`src/rtl/mouse_pkg.sv`:
```
// Shared definitions for the PS/2 mouse host controller: state codes,
// host commands and the device responses expected during initialisation.
package mouse_pkg;

  typedef enum logic [3:0] {
    ST_INIT_WAIT     = 4'd0,
    ST_SEND_RST      = 4'd1,
    ST_WAIT_RST_SENT = 4'd2,
    ST_WAIT_ACK0     = 4'd3,
    ST_WAIT_SELFTEST = 4'd4,
    ST_WAIT_ID       = 4'd5,
    ST_SEND_EN       = 4'd6,
    ST_WAIT_EN_SENT  = 4'd7,
    ST_WAIT_ACK1     = 4'd8,
    ST_STREAM_B0     = 4'd9,
    ST_STREAM_B1     = 4'd10,
    ST_STREAM_B2     = 4'd11,
    ST_PRESENT       = 4'd12
  } mouse_state_e;

  localparam logic [7:0] CMD_RESET    = 8'hFF;
  localparam logic [7:0] CMD_ENABLE   = 8'hF4;
  localparam logic [7:0] RSP_ACK      = 8'hFA;
  localparam logic [7:0] RSP_SELFTEST = 8'hAA;
  localparam logic [7:0] RSP_ID       = 8'h00;

  // Receiver is enabled whenever the state is waiting on a byte from the mouse.
  function automatic logic rx_enabled(input mouse_state_e s);
    case (s)
      ST_WAIT_ACK0, ST_WAIT_SELFTEST, ST_WAIT_ID, ST_WAIT_ACK1,
      ST_STREAM_B0, ST_STREAM_B1, ST_STREAM_B2, ST_PRESENT: rx_enabled = 1'b1;
      default:                                                rx_enabled = 1'b0;
    endcase
  endfunction

endpackage

```
`src/rtl/mouse_timeout_counter.sv`:
```
// Free-running cycle counter with synchronous clear; done flags the cycle in
// which the count equals the supplied terminal value.
module mouse_timeout_counter #(
  parameter int CTR_W = 27
) (
  input  logic             clk,
  input  logic             rst,
  input  logic             clear_i,
  input  logic [CTR_W-1:0] terminal_i,
  output logic             done_o
);

  logic [CTR_W-1:0] count_q;

  always_ff @(posedge clk or posedge rst) begin
    if (rst) begin
      count_q <= '0;
    end else if (clear_i) begin
      count_q <= '0;
    end else begin
      count_q <= count_q + 1'b1;
    end
  end

  assign done_o = (count_q == terminal_i);

endmodule

```
`src/rtl/mouse_master_sm.sv`:
```
// PS/2 mouse host controller: power-up handshake (reset, self-test, ID,
// enable streaming) followed by 3-byte packet assembly with a one-cycle interrupt.
module mouse_master_sm
  import mouse_pkg::*;
#(
  parameter int INIT_DELAY   = 5_000_000,
  parameter int RESP_TIMEOUT = 100_000_000,
  parameter int CTR_W        = 27
) (
  input  logic       CLK,
  input  logic       RESET,
  output logic       SEND_BYTE,
  output logic [7:0] BYTE_TO_SEND,
  input  logic       BYTE_SENT,
  output logic       READ_ENABLE,
  input  logic [7:0] BYTE_READ,
  input  logic [1:0] BYTE_ERROR_CODE,
  input  logic       BYTE_RECEIVED,
  output logic [7:0] MOUSE_STATUS,
  output logic [7:0] MOUSE_DX,
  output logic [7:0] MOUSE_DY,
  output logic       SEND_INTERRUPT,
  output logic [3:0] MASTER_STATE
);

  mouse_state_e     state_q, state_d;
  logic             send_byte_q;
  logic [7:0]       byte_to_send_q;
  logic             read_enable_q;
  logic [7:0]       status_q, dx_q, dy_q;
  logic [7:0]       status_buf_q, dx_buf_q, dy_buf_q;
  logic             irq_q;
  logic             byte_good;
  logic             timer_done;
  logic [CTR_W-1:0] timer_terminal;
  logic [7:0]       rsp_expected;
  mouse_state_e     rsp_next;

  assign byte_good = BYTE_RECEIVED && (BYTE_ERROR_CODE == 2'b00);

  // One counter serves both the power-up delay and the response timeout.
  assign timer_terminal = (state_q == ST_INIT_WAIT) ? CTR_W'(INIT_DELAY - 1)
                                                    : CTR_W'(RESP_TIMEOUT - 1);

  mouse_timeout_counter #(
    .CTR_W(CTR_W)
  ) u_timer (
    .clk       (CLK),
    .rst       (RESET),
    .clear_i   (state_d != state_q),
    .terminal_i(timer_terminal),
    .done_o    (timer_done)
  );

  always_comb begin
    rsp_expected = RSP_ACK;
    rsp_next     = ST_WAIT_SELFTEST;
    case (state_q)
      ST_WAIT_SELFTEST: begin rsp_expected = RSP_SELFTEST; rsp_next = ST_WAIT_ID;   end
      ST_WAIT_ID:       begin rsp_expected = RSP_ID;       rsp_next = ST_SEND_EN;   end
      ST_WAIT_ACK1:     begin rsp_expected = RSP_ACK;      rsp_next = ST_STREAM_B0; end
      default:          ;
    endcase
  end

  always_comb begin
    state_d = state_q;
    case (state_q)
      ST_INIT_WAIT: if (timer_done) state_d = ST_SEND_RST;
      ST_SEND_RST:  state_d = ST_WAIT_RST_SENT;
      ST_SEND_EN:   state_d = ST_WAIT_EN_SENT;
      ST_WAIT_RST_SENT, ST_WAIT_EN_SENT: begin
        if (BYTE_SENT)       state_d = (state_q == ST_WAIT_RST_SENT) ? ST_WAIT_ACK0 : ST_WAIT_ACK1;
        else if (timer_done) state_d = ST_INIT_WAIT;
      end
      ST_WAIT_ACK0, ST_WAIT_SELFTEST, ST_WAIT_ID, ST_WAIT_ACK1: begin
        if (BYTE_RECEIVED)   state_d = (byte_good && BYTE_READ == rsp_expected) ? rsp_next : ST_INIT_WAIT;
        else if (timer_done) state_d = ST_INIT_WAIT;
      end
      // Byte 0 must carry the always-one bit 3; anything else is a resync.
      ST_STREAM_B0: if (byte_good && BYTE_READ[3]) state_d = ST_STREAM_B1;
      ST_STREAM_B1: begin
        if (byte_good)          state_d = ST_STREAM_B2;
        else if (BYTE_RECEIVED) state_d = ST_STREAM_B0;
      end
      ST_STREAM_B2: begin
        if (byte_good)          state_d = ST_PRESENT;
        else if (BYTE_RECEIVED) state_d = ST_STREAM_B0;
      end
      ST_PRESENT:   state_d = ST_STREAM_B0;
      default:      state_d = ST_INIT_WAIT;
    endcase
  end

  always_ff @(posedge CLK or posedge RESET) begin
    if (RESET) begin
      state_q        <= ST_INIT_WAIT;
      send_byte_q    <= 1'b0;
      byte_to_send_q <= 8'h00;
      read_enable_q  <= 1'b0;
      status_q       <= 8'h00;
      dx_q           <= 8'h00;
      dy_q           <= 8'h00;
      status_buf_q   <= 8'h00;
      dx_buf_q       <= 8'h00;
      dy_buf_q       <= 8'h00;
      irq_q          <= 1'b0;
    end else begin
      state_q       <= state_d;
      send_byte_q   <= 1'b0;
      irq_q         <= 1'b0;
      read_enable_q <= rx_enabled(state_d);
      case (state_q)
        ST_SEND_RST: begin
          send_byte_q    <= 1'b1;
          byte_to_send_q <= CMD_RESET;
        end
        ST_SEND_EN: begin
          send_byte_q    <= 1'b1;
          byte_to_send_q <= CMD_ENABLE;
        end
        ST_STREAM_B0: if (byte_good && BYTE_READ[3]) status_buf_q <= BYTE_READ;
        ST_STREAM_B1: if (byte_good) dx_buf_q <= BYTE_READ;
        ST_STREAM_B2: if (byte_good) dy_buf_q <= BYTE_READ;
        // Only a complete packet reaches the outputs, all three bytes at once.
        ST_PRESENT: begin
          status_q <= status_buf_q;
          dx_q     <= dx_buf_q;
          dy_q     <= dy_buf_q;
          irq_q    <= 1'b1;
        end
        default: ;
      endcase
    end
  end

  assign SEND_BYTE      = send_byte_q;
  assign BYTE_TO_SEND   = byte_to_send_q;
  assign READ_ENABLE    = read_enable_q;
  assign MOUSE_STATUS   = status_q;
  assign MOUSE_DX       = dx_q;
  assign MOUSE_DY       = dy_q;
  assign SEND_INTERRUPT = irq_q;
  assign MASTER_STATE   = state_q;

endmodule

```
`config.mk`:
```
export PLATFORM = sky130hd
export DESIGN_NAME = mouse_master_sm
export DESIGN_NICKNAME = d
export VERILOG_FILES = /design/src/rtl/mouse_pkg.sv /design/src/rtl/mouse_timeout_counter.sv /design/src/rtl/mouse_master_sm.sv
export SDC_FILE = /design/constraint.sdc
export NUM_CORES = 1
export LEC_CHECK = 0
export ABC_AREA = 1
export CORE_ASPECT_RATIO = 1.5
export CORE_MARGIN = 5
export CORE_UTILIZATION = 50
export CTS_CLUSTER_DIAMETER = 100
export CTS_CLUSTER_SIZE = 40
export DETAILED_ROUTE_END_ITERATION = 8
export PLACE_DENSITY = 0.79
export SLEW_MARGIN = 40
export SYNTH_ARGS = -nofsm -noshare
export SYNTH_HDL_FRONTEND = slang
export SYNTH_SLANG_ARGS = --single-unit
```
`constraint.sdc`:
```
create_clock -name CLK -period 3.9 [get_ports CLK]
set_clock_uncertainty 0.2 [all_clocks]
set_input_delay 1.17 -clock CLK [delete_from_list [all_inputs] [get_ports CLK]]
set_output_delay 1.17 -clock CLK [all_outputs]
set_load 0.005 [all_outputs]
```
==> reports/qor.yml, run 1 <==
synth:
  netlist_area_sq_mm: 0.00422
  synth_cell_type_count: 32
  yosysSeqAreaShare_pct: 49.8
  synth.ff_latch_count: 84
  synth_warnings: 0
  synthesis.instances: 508
  postSynthAreaPerCell_sq_um: 8.31
  synth_fp_nets: 523
pwr:
  combinationalPowerShare_pct: 29.9
  sw_frac_of_total_pct: 34.7
  pwr_density_cell_mw_per_mm2: 573
  p_switching_mw: 1.02
  sequentialPowerShare_pct: 38.2
  power_frac_clock_pct: 31.9
  vdd_ir_drop_max_uv: 320
  internal_power_mw: 1.92
  total_leakage_power_nw: 2.40
place:
  hpwl_mm: 7.26
  number_of_cells_in_the_design_after_placement: 653
  buffer_ports.inserted: 52
  weighted_congestion_reported_at_the_end_of_routability_driven_placement: 0.931
floorplan:
  io_pins: 53
  start_util_pct: 50.8
  std_cell_rows: 41
  core_sq_mm: 0.00831
  fp.dieH_um: 123
  dieWidth_um: 85
  die_area_sq_mm: 0.0104
clock_tree:
  clkLatencyLatePin_ns: 0.34
  clock_sinks: 84
  htree_levels: 3
  cts_hold_repair.buffers: 0
  cts_buffers: 9
  clockBufferDepth: 2
  post_cts_buffers: 0
  root_buffer: "sky130_fd_sc_hd__clkbuf_16"
  cts_tree: "yes"
  cts.clk_slew.worst_paths_ns: 0.06
  cts_resized: 0
finish:
  areaGrowthSynthToFinish_pct: 21.5
  post_route_cells_drive_above_1_share_pct: 11.7
  area.sequential_sq_mm: 0.00210
  antennaDiodeCount: 0
  multi_input_logic_area_sq_mm: 0.00178
  final_core_util_pct: 61.7
  layout.cells.most_common: "sky130_fd_sc_hd__nand2_1"
  fillers: 755
  layout_common_cells: "sky130_fd_sc_hd__nand2_1 (165), sky130_fd_sc_hd__dfrtp_1 (84), sky130_fd_sc_hd__clkdlybuf4s50_1 (52), sky130_fd_sc_hd__inv_1 (47), sky130_fd_sc_hd__nor2_1 (31)"
  nets: 572
  final_cells: 669
detailed_routing:
  dr_total_vias: 3434
  wl_mm: 9.95
  count_of_unresolved_drc_violations_after_routing: 0
  drt_iter0_markers: 138
  detailedRoute.firstPassIterationCount: 4
  ant_nets: 0
  wl_per_cell_um: 14.9
  avgViaCountPerCell: 5.13
worst_setup_path:
  reg2regPathDepth: 13
  end_kind: "register"
  crit_fanout: 27
  critPathArrivalTime_ns: 3.22
  crit_path_start_kind: "input port"
  worst_path_required_time_ns: 3.95
  timing_worst_setup_path_type: "input port to register"
global_route:
  global_route_wire_length_before_repair_mm: 16.8
  pin_count_of_the_biggest_net_entering_global_routing: 68
  gr-total-overflow: 0
  grt_util_all_layers_pct: 20.9
  number_of_antenna_violations_at_the_first_check_in_global_routing: 0
  first_global_vias: 3563
hold_path:
  class_of_the_most_critical_hold_timing_path: "register to register"
  timing.hold.worst_path_depth: 2
status:
  run_status: "finished clean"
timing:
  max_freq_mhz: 315
  report.final.hold_viol_count: 0
  post-route-period-util_pct: 81.3
  worst_slew_margin_rel_pct: 53.1
  timing_worst_slew_pin_value_ns: 0.703
  timing.setup.tns_ns: 0
  slew_viol_final: 0
  post-route-min-period_ns: 3.17
  report.final.setup_viol: 0
  rsz_0062_raised_after_global_routing: "false"
flow_run:
  drv_cap: 0
-- per-stage QoR --
stage                     total power, mW  hold WS (ns)  area (sq um)  setup WS, ns
after floorplan                      1.74         0.220          4220         0.365
after global placement               1.99         0.230          4800         0.458
after detailed placement             2.03         0.238          4800         0.366
after CTS                            2.98         0.260          5130         0.720
after global routing                 3.12         0.282          5130         0.457
final                                2.94         0.257          5130         0.728
-- worst paths after layout --
path | from | end | slack, ns
min in group asynchronous | RESET | MOUSE_DX[0] | 0.90
min | status_buf_q[3] | status_buf_q[3] | 0.26
min reg2reg | status_buf_q[3] | status_buf_q[3] | 0.26
max in group asynchronous | RESET | u_timer.count_q[23] | 1.95
max | BYTE_ERROR_CODE[1] | u_timer.count_q[4] | 0.73
max reg2reg | MASTER_STATE[1] | u_timer.count_q[4] | 1.24
-- Yosys cell counts, drive strengths merged --
cell type | count | area, sq um
o21ai | 35 | 183
o21bai | 1 | 7.51
o22ai | 1 | 6.26
xnor2 | 4 | 35.0
inv | 58 | 218
dfrtp | 84 | 2100
a21oi | 6 | 33.8
nor3 | 33 | 265
nor2 | 36 | 153
nand3b | 1 | 7.51
nand4 | 12 | 75.1
nand2 | 168 | 648
clkbuf | 7 | 26.3
or2 | 1 | 6.26
nor4 | 2 | 12.5
xor2 | 20 | 175
buf | 11 | 93.8
ha | 1 | 12.5
nand3 | 26 | 153
and3 | 1 | 6.26
-- metal layers --
layer	up-vias	part of all wire (%)	global-route usage [%]
li1	1705	-	-
met1	1630	37	21.1
met2	82	56	39.8
met3	17	4.2	4.90
met4	0	3.0	9.41
met5	-	0	0
-- power groups by stage --
stage	clock, mW	sequential, mW	combinational, mW
2_1_floorplan	0	1.11	0.626
4_1_cts	0.962	1.12	0.895
5_1_grt	0.997	1.14	0.983
3_3_place_gp	0	1.13	0.865
6_report	0.938	1.12	0.881
3_5_place_dp	0	1.14	0.890
-- registers in the layout (all words and copies together) (netlist names) --
name	cells
READ_ENABLE	1
u_timer.count_q	27
SEND_INTERRUPT	1
MASTER_STATE	4
dy_buf_q	8
BYTE_TO_SEND	2
MOUSE_DX	8
MOUSE_STATUS	8
status_buf_q	8
MOUSE_DY	8
SEND_BYTE	1
dx_buf_q	8
-- critical path: stages --
cell,delay [ns]
sky130_fd_sc_hd__clkdlybuf4s50_1,0.39
sky130_fd_sc_hd__nor2_1,0.22
sky130_fd_sc_hd__nand2_1,0.12
sky130_fd_sc_hd__nor2_1,0.16
sky130_fd_sc_hd__nand3_1,0.11
sky130_fd_sc_hd__inv_1,0.07
sky130_fd_sc_hd__nor2_1,0.05
sky130_fd_sc_hd__o21ai_1,0.11
sky130_fd_sc_hd__inv_1,0.10
sky130_fd_sc_hd__nand3_1,0.07
sky130_fd_sc_hd__nand2_1,0.06
sky130_fd_sc_hd__inv_2,0.06
sky130_fd_sc_hd__nand2_4,0.23
sky130_fd_sc_hd__nor3_1,0.26
-- cells by family (layout without fill, tap and decap cells) --
| family | count (synthesis) | in the layout | synth area share [%] |
|---|---|---|---|
| AO/OA/AOI/OAI | 43 | 43 | 5.46 |
| flip-flops | 84 | 84 | 49.8 |
| adder cells (fa/ha/maj) | 1 | 1 | 0.297 |
| buffers and inverters | 76 | 130 | 8.01 |
| XOR/XNOR | 24 | 24 | 4.98 |
| AND/OR/NAND/NOR | 280 | 280 | 31.4 |
-- layout make-up --
cell class,count,share of cell area (%)
sequential,84,41.0
multi-input combinational,348,34.7
timing repair buffer,56,11.0
clock buffer,9,4.39
inverter,58,4.27
tap,107,2.61
clock inverter,7,2.05
No activity file was read; power rests on OpenSTA's default activity.
==> run 2: changes to the inputs <==
clock period = 3 ns   (was 3.9 ns; I/O delays follow)
==> reports/qor.yml, run 2 (synthesis results as in run 1) <==
detailed_routing:
  drt_iter0_markers: 124  # -10%
  count_of_unresolved_drc_violations_after_routing: 0  # unchanged
  avgViaCountPerCell: 5.05  # -1.7%
  wl_per_cell_um: 14.2  # -4.7%
  detailedRoute.firstPassIterationCount: 4  # unchanged
  ant_nets: 0  # unchanged
  dr_total_vias: 3467  # +0.96%
  wl_mm: 9.75  # -2.1%
global_route:
  number_of_antenna_violations_at_the_first_check_in_global_routing: 0  # unchanged
  use_met1_pct: 21.6  # +0.43 points
  gr-total-overflow: 0  # unchanged
  grt_util_all_layers_pct: 20.1  # -0.75 points
  globalRoute.busiestLayer: "met2"
  pin_count_of_the_biggest_net_entering_global_routing: 85  # +25%
  global_route_wire_length_before_repair_mm: 16.6  # -1.4%
  grt_met2_use_pct: 38.2  # -1.6 points
  gr-usage-met3_pct: 3.22  # -1.7 points
  first_global_vias: 3597  # +0.95%
pwr:
  pwr_density_cell_mw_per_mm2: 745  # +30%
  internal_power_mw: 2.61  # +36%
  p_switching_mw: 1.32  # +30%
  power_frac_clock_pct: 27.7  # -4.2 points
  total_leakage_power_nw: 2.47  # +3.1%
  sw_frac_of_total_pct: 33.6  # -1.1 points
  combinationalPowerShare_pct: 35.4  # +5.5 points
  vdd_ir_drop_max_uv: 584  # +82%
  sequentialPowerShare_pct: 36.9  # -1.3 points
clock_tree:
  cts_tree: "yes"
  clockBufferDepth: 2  # unchanged
  cts.clk_slew.worst_paths_ns: 0.06  # about the same
  htree_levels: 3  # unchanged
  cts_resized: 0  # unchanged
  cts_hold_repair.buffers: 0  # unchanged
  post_cts_buffers: 0  # unchanged
  cts_buffers: 9  # unchanged
  clock_sinks: 84  # unchanged
  clkLatencyLatePin_ns: 0.34  # about the same
  root_buffer: "sky130_fd_sc_hd__clkbuf_16"
finish:
  nets: 590  # +3.1%
  register_with_the_most_flip_flops: "u_timer.count_q"
  layout_common_cells: "sky130_fd_sc_hd__nand2_1 (165), sky130_fd_sc_hd__dfrtp_1 (84), sky130_fd_sc_hd__clkdlybuf4s50_1 (52), sky130_fd_sc_hd__inv_1 (47), sky130_fd_sc_hd__nor2_1 (31)"
  layout.cells.most_common: "sky130_fd_sc_hd__nand2_1"
  post-route-cell-area_sq_mm: 0.00528  # +3.0%
  antennaDiodeCount: 0  # unchanged
  largest_register_ffs: 27  # unchanged
  post_route_cells_drive_above_1_share_pct: 14.1  # +2.4 points
  areaGrowthSynthToFinish_pct: 25.1
status:
  run_status: "finished clean"
timing:
  report.final.hold_viol_count: 0  # unchanged
  slew_viol_final: 0  # unchanged
  timing_worst_slew_pin_value_ns: 0.722  # +0.0187 ns
  worst_slew_margin_rel_pct: 51.8  # -1.2 points
  max_freq_mhz: 371
  rsz_0062_raised_after_global_routing: "false"
  report.final.setup_viol: 0  # unchanged
  timing.setup.tns_ns: 0  # unchanged
  post-route-period-util_pct: 90.0
  post-route-min-period_ns: 2.70
place:
  weighted_congestion_reported_at_the_end_of_routability_driven_placement: 0.914  # -1.8%
  buffer_ports.inserted: 52  # unchanged
  hpwl_mm: 7.26  # about the same
  placed_area_sq_mm: 0.00498  # +3.9%
worst_setup_path:
  ff2ff_setup_slack_ns: 0.52  # -0.72 ns
  worst_path_required_time_ns: 3.05  # -0.90 ns
  timing_worst_setup_path_type: "input port to register"
  crit_fanout: 19  # -30%
  critPathArrivalTime_ns: 2.75  # -0.47 ns
  crit_path_start_kind: "input port"
  end_kind: "register"
floorplan:
  dieWidth_um: 85  # unchanged
  fp.dieH_um: 123  # unchanged
  start_util_pct: 50.8  # unchanged
  core_sq_mm: 0.00831  # unchanged
  std_cell_rows: 41  # unchanged
  io_pins: 53  # unchanged
  die_area_sq_mm: 0.0104  # unchanged
flow_run:
  drv_cap: 0  # unchanged
hold_path:
  class_of_the_most_critical_hold_timing_path: "register to register"
==> run 2: power groups by stage <==
stage	combinational [mW]	clock [mW]	sequential, mW
2_1_floorplan	0.814	0	1.45
3_3_place_gp	1.39	0	1.46
3_5_place_dp	1.41	0	1.47
4_1_cts	1.41	1.11	1.45
5_1_grt	1.53	1.16	1.48
6_report	1.39	1.09	1.45
==> run 2: area by class of cell <==
type,instances,area (sq um)
multi-input cells,348,1780
fillers,705,3030
inverters,58,221
clock inverters,5,61.3
flip-flops and latches,84,2100
repair buffers,74,748
well taps,107,134
clock buffers,11,233
==> run 2: metrics by stage <==
stage                     util (%)  hold slack (ns)  setup WS, ns  power (mW)  instances
after floorplan                  -            0.220         0.488        2.26        508
after global placement        60.0            0.230        0.0137        2.85        671
after detailed placement      60.0            0.245       -0.0710        2.88        671
after CTS                     63.5            0.261         0.293        3.98        687
after global routing          63.5            0.278        0.0638        4.16        687
final                         63.5            0.257         0.301        3.93        687
==> run 2: routing by layer <==
metal	vias up	routed length, um
li1	1744	-
met1	1636	3770
met2	70	5360
met3	17	386
met4	0	230
met5	-	0
==> run 2: worst max-delay path, cell delays in order <==
cell                              delay [ns]
sky130_fd_sc_hd__clkdlybuf4s50_1        0.40
sky130_fd_sc_hd__nor2_1                 0.20
sky130_fd_sc_hd__nand2_1                0.11
sky130_fd_sc_hd__nor2_1                 0.14
sky130_fd_sc_hd__buf_4                  0.12
sky130_fd_sc_hd__a21oi_1                0.03
sky130_fd_sc_hd__nor2_1                 0.08
sky130_fd_sc_hd__nand2_1                0.07
sky130_fd_sc_hd__inv_2                  0.06
sky130_fd_sc_hd__nand3_2                0.10
sky130_fd_sc_hd__nand2_2                0.09
sky130_fd_sc_hd__nand3_4                0.11
sky130_fd_sc_hd__buf_12                 0.18
sky130_fd_sc_hd__nor3_1                 0.15
==> run 2: final timing paths <==
path,start,end,cells past startpoint
setup / recovery,BYTE_ERROR_CODE[1],u_timer.count_q[4],14
hold / removal,status_buf_q[3],status_buf_q[3],2
setup reg to reg,u_timer.count_q[0],u_timer.count_q[26],10
hold reg to reg,status_buf_q[3],status_buf_q[3],2
max in group asynchronous,RESET,MASTER_STATE[1],3
min in group asynchronous,RESET,MOUSE_DY[1],3
==> run 3: changes to the inputs <==
ABC_AREA = not set   (was 1)
==> reports/qor.yml, run 3 <==
detailed_routing:
  ant_nets: 0  # unchanged
  count_of_unresolved_drc_violations_after_routing: 0  # unchanged
  wl_met1_mm: 3.60  # -4.5%
  detailedRoute.firstPassIterationCount: 4  # unchanged
  route.met2.wl_mm: 5.63  # +5.2%
  routed-wl-met3_um: 435  # +13%
  wl_per_cell_um: 17.7  # +25%
  maxUsedRoutingLayer: "met4"
  wl_mm: 10.2  # +4.4%
  drt_iter0_markers: 264  # +110%
  dr_total_vias: 3249  # -6.3%
  avgViaCountPerCell: 5.65  # +12%
worst_setup_path:
  critPathArrivalTime_ns: 2.97  # +0.22 ns
  timing_worst_setup_path_type: "input port to register"
  cpLargestDelayFamily: "compound AO/OA/AOI/OAI gates"
  ff2ff_setup_slack_ns: 0.14  # -0.38 ns
  r2r_start: "MASTER_STATE[3]"
  crit_path_start_kind: "input port"
  critical_path_depth: 10  # -4
  crit_chain: "clkdlybuf4s50_1 -> nor2b_2 -> o211ai_1 -> a21oi_1 -> a2111oi_4 -> o31ai_2 -> o2111ai_4 -> buf_12 -> buf_12 -> nor2_2"
  crit_slowest_cell: "sky130_fd_sc_hd__clkdlybuf4s50_1"
  worstPathBufferInverterCount: 3  # -1
  path_common_cell: "sky130_fd_sc_hd__buf_12"
  r2r_path_end: "u_timer.count_q[10]"
  crit_fanout: 7  # -12
  reg2regPathDepth: 9  # -1
  worst_path_required_time_ns: 3.03  # -0.02 ns
  end_kind: "register"
  cp_slowest_stage_delay_ns: 0.43  # +0.03 ns
timing:
  post-route-period-util_pct: 98.3  # +8.3 points
  worst_slew_margin_rel_pct: 66.3  # +14 points
  post-route-min-period_ns: 2.95  # +0.249 ns
  slew_viol_final: 0  # unchanged
  report.final.hold_viol_count: 0  # unchanged
  timing_worst_slew_pin_value_ns: 0.505  # -0.216 ns
  max_freq_mhz: 339  # -8.5%
  report.final.setup_viol: 0  # unchanged
synth:
  top_reg_cell_synth: "sky130_fd_sc_hd__dfrtp_1"
  synth_cell_type_count: 55  # +72%
  postSynthAreaPerCell_sq_um: 11.1  # +34%
  synth_common_cells: "sky130_fd_sc_hd__dfrtp_1 (84), sky130_fd_sc_hd__mux2_2 (48), sky130_fd_sc_hd__nor2_1 (36)"
  synth_fp_nets: 394  # -25%
  synth_warnings: 0  # unchanged
  area_fraction_of_the_dominant_cell_type_after_synthesis_pct: 50.0  # +0.13 points
  synth.ff_latch_count: 84  # unchanged
  dominant_cell_by_count_in_the_synthesized_netlist: "sky130_fd_sc_hd__dfrtp_1"
  netlist_area_sq_mm: 0.00421  # -0.27%
  ys_async_sr_fraction_pct: 100  # unchanged
  synthesis.instances: 379  # -25%
  library_cell_occupying_the_most_area_in_the_post_synthesis_netlist: "sky130_fd_sc_hd__dfrtp_1"
  synthTopCellsByArea: "sky130_fd_sc_hd__dfrtp_1 (50%), sky130_fd_sc_hd__mux2_2 (13%), sky130_fd_sc_hd__nor2_1 (3.2%)"
  synth-edff-count: 0  # unchanged
  yosysSeqAreaShare_pct: 50.0  # +0.13 points
floorplan:
  io_pins: 53  # unchanged
  start_util_pct: 50.6  # -0.14 points
  fp.dieH_um: 122  # -0.12%
  die_area_sq_mm: 0.0104  # -0.24%
  dieWidth_um: 84.9  # -0.12%
  std_cell_rows: 41  # unchanged
  core_sq_mm: 0.00831  # unchanged
global_route:
  grt_util_all_layers_pct: 20.9  # +0.77 points
  gr-total-overflow: 0  # unchanged
  pin_count_of_the_biggest_net_entering_global_routing: 33  # -61%
  global_route_wire_length_before_repair_mm: 17.0  # +2.6%
  number_of_antenna_violations_at_the_first_check_in_global_routing: 0  # unchanged
  first_global_vias: 3530  # -1.9%
finish:
  areaGrowthSynthToFinish_pct: 32.4
  post-route-cell-area_sq_mm: 0.00557  # +5.6%
  layout_common_cells: "sky130_fd_sc_hd__dfrtp_1 (84), sky130_fd_sc_hd__mux2_2 (47), sky130_fd_sc_hd__clkdlybuf4s50_1 (43), sky130_fd_sc_hd__buf_4 (38), sky130_fd_sc_hd__nor2_1 (26)"
  layout.cells.most_common: "sky130_fd_sc_hd__dfrtp_1"
  post_route_cells_drive_above_1_share_pct: 33.3  # +19 points
  fillers: 608  # -14%
  final_core_util_pct: 67.1  # +3.5 points
  nets: 478  # -19%
  antennaDiodeCount: 0  # unchanged
  largest_register_ffs: 27  # unchanged
  register_with_the_most_flip_flops: "u_timer.count_q"
pwr:
  pwr_density_cell_mw_per_mm2: 681  # -8.6%
  vdd_ir_drop_max_uv: 476  # -18%
  total_leakage_power_nw: 2.46  # -0.14%
place:
  weighted_congestion_reported_at_the_end_of_routability_driven_placement: 0.939  # +2.7%
  placed_area_sq_mm: 0.00503  # +0.93%
  buffer_ports.inserted: 52  # unchanged
  hpwl_mm: 7.08  # -2.5%
flow_run:
  drv_cap: 0  # unchanged
hold_path:
  hold_path.startpoint: "status_buf_q[3]"
  timing.hold.worst_path_depth: 1  # -1
  class_of_the_most_critical_hold_timing_path: "register to register"
  min_delay_worst_endpoint: "status_buf_q[3]"
clock_tree:
  clkLatencyLatePin_ns: 0.34  # about the same
  root_buffer: "sky130_fd_sc_hd__clkbuf_16"
  clock_sinks: 84  # unchanged
  clockBufferDepth: 2  # unchanged
  cts_tree: "yes"
  htree_levels: 3  # unchanged
  cts_buffers: 9  # unchanged
  cts.clk_slew.worst_paths_ns: 0.06  # about the same
status:
  run_status: "finished clean"
run 3: changes by cell type in the layout (fill, tap and decap cells not counted), moves of 9 or more:
cell                              before  now
sky130_fd_sc_hd__inv_1                47    5
sky130_fd_sc_hd__nand3_1              23   13
sky130_fd_sc_hd__a21oi_1               5   14
sky130_fd_sc_hd__nor2_2                4   18
sky130_fd_sc_hd__buf_4                17   38
sky130_fd_sc_hd__inv_2                10    0
sky130_fd_sc_hd__nand2_1             165   24
sky130_fd_sc_hd__o21ai_0              26    6
sky130_fd_sc_hd__nor3_2               20    2
sky130_fd_sc_hd__nand4_1              12    3
sky130_fd_sc_hd__mux2_2                0   47
sky130_fd_sc_hd__clkdlybuf4s50_1      52   43
run 3: cells by family (layout without fill, tap and decap cells):
family	count (synthesis)	after routing	synth area share (%)
xor+xnor	26	26	5.41
mux	51	51	13.6
fa+ha+maj	1	1	0.297
compound gates	43	43	8.50
buf+inv	29	118	3.63
simple gates	145	145	18.6
flops	84	84	50.0
run 3: area by class of cell:
cell class	instances	area, sq um	area share, %
Inverter	6	26.3	0.471
Clock buffer	9	225	4.04
Clock inverter	7	76.3	1.37
Tap cell	107	134	2.40
Multi-Input combinational cell	266	2060	37.0
Timing Repair Buffer	96	945	17.0
Sequential cell	84	2100	37.7
run 3: worst register-to-register path, delay by kind of cell, from the launching register on:
kind            cells  cell delay, ns
mux                 1            0.37
buf+inv             2            0.33
flops               1            0.46
compound gates      3            0.70
simple gates        3            0.74
run 3: report_power, final:
part / switching [mW] / internal, mW / total, mW
Sequential: 0.0780 / 1.25 / 1.33
Combinational: 0.669 / 0.709 / 1.38
Clock: 0.497 / 0.591 / 1.09
run 3: worst max path at each step:
stage	from	to	slack, ns
final	BYTE_SENT	u_timer.count_q[10]	0.05
after global routing	BYTE_SENT	u_timer.count_q[10]	-0.007
after CTS	BYTE_READ[4]	u_timer.count_q[13]	0.0008
after detailed placement	BYTE_RECEIVED	u_timer.count_q[2]	-0.50
after global placement	BYTE_RECEIVED	u_timer.count_q[4]	-0.39
after floorplan	BYTE_ERROR_CODE[1]	u_timer.count_q[20]	0.03
run 3: per-layer routing:
metal  GRT usage (%)  up-vias
li1                -     1498
met1            21.4     1595
met2            39.2      114
met3            4.03       42
met4            11.9        0
met5               0        -
run 3: metrics by stage:
step           power, mW  hold slack (ns)  std cells  TNS, ns  setup WS (ns)
3_5_place_dp        2.30            0.279        551   -16.88         -0.504
4_1_cts             3.76            0.289        574        0       0.000798
3_3_place_gp        2.27            0.252        551   -13.96         -0.392
6_report            3.80            0.286        575        0         0.0521
5_1_grt             3.98            0.293        575  -0.0351       -0.00657
2_1_floorplan       1.99            0.233        379        0         0.0263
run 3: what timing repair did:
item,in CTS,in global routing
pin swaps,8,9
hold buffers,0,0
gates cloned,3,0
endpoints found under the setup margin,28,28
resized for setup,21,24
setup buffers,4,1
hold endpoints to repair,0,0
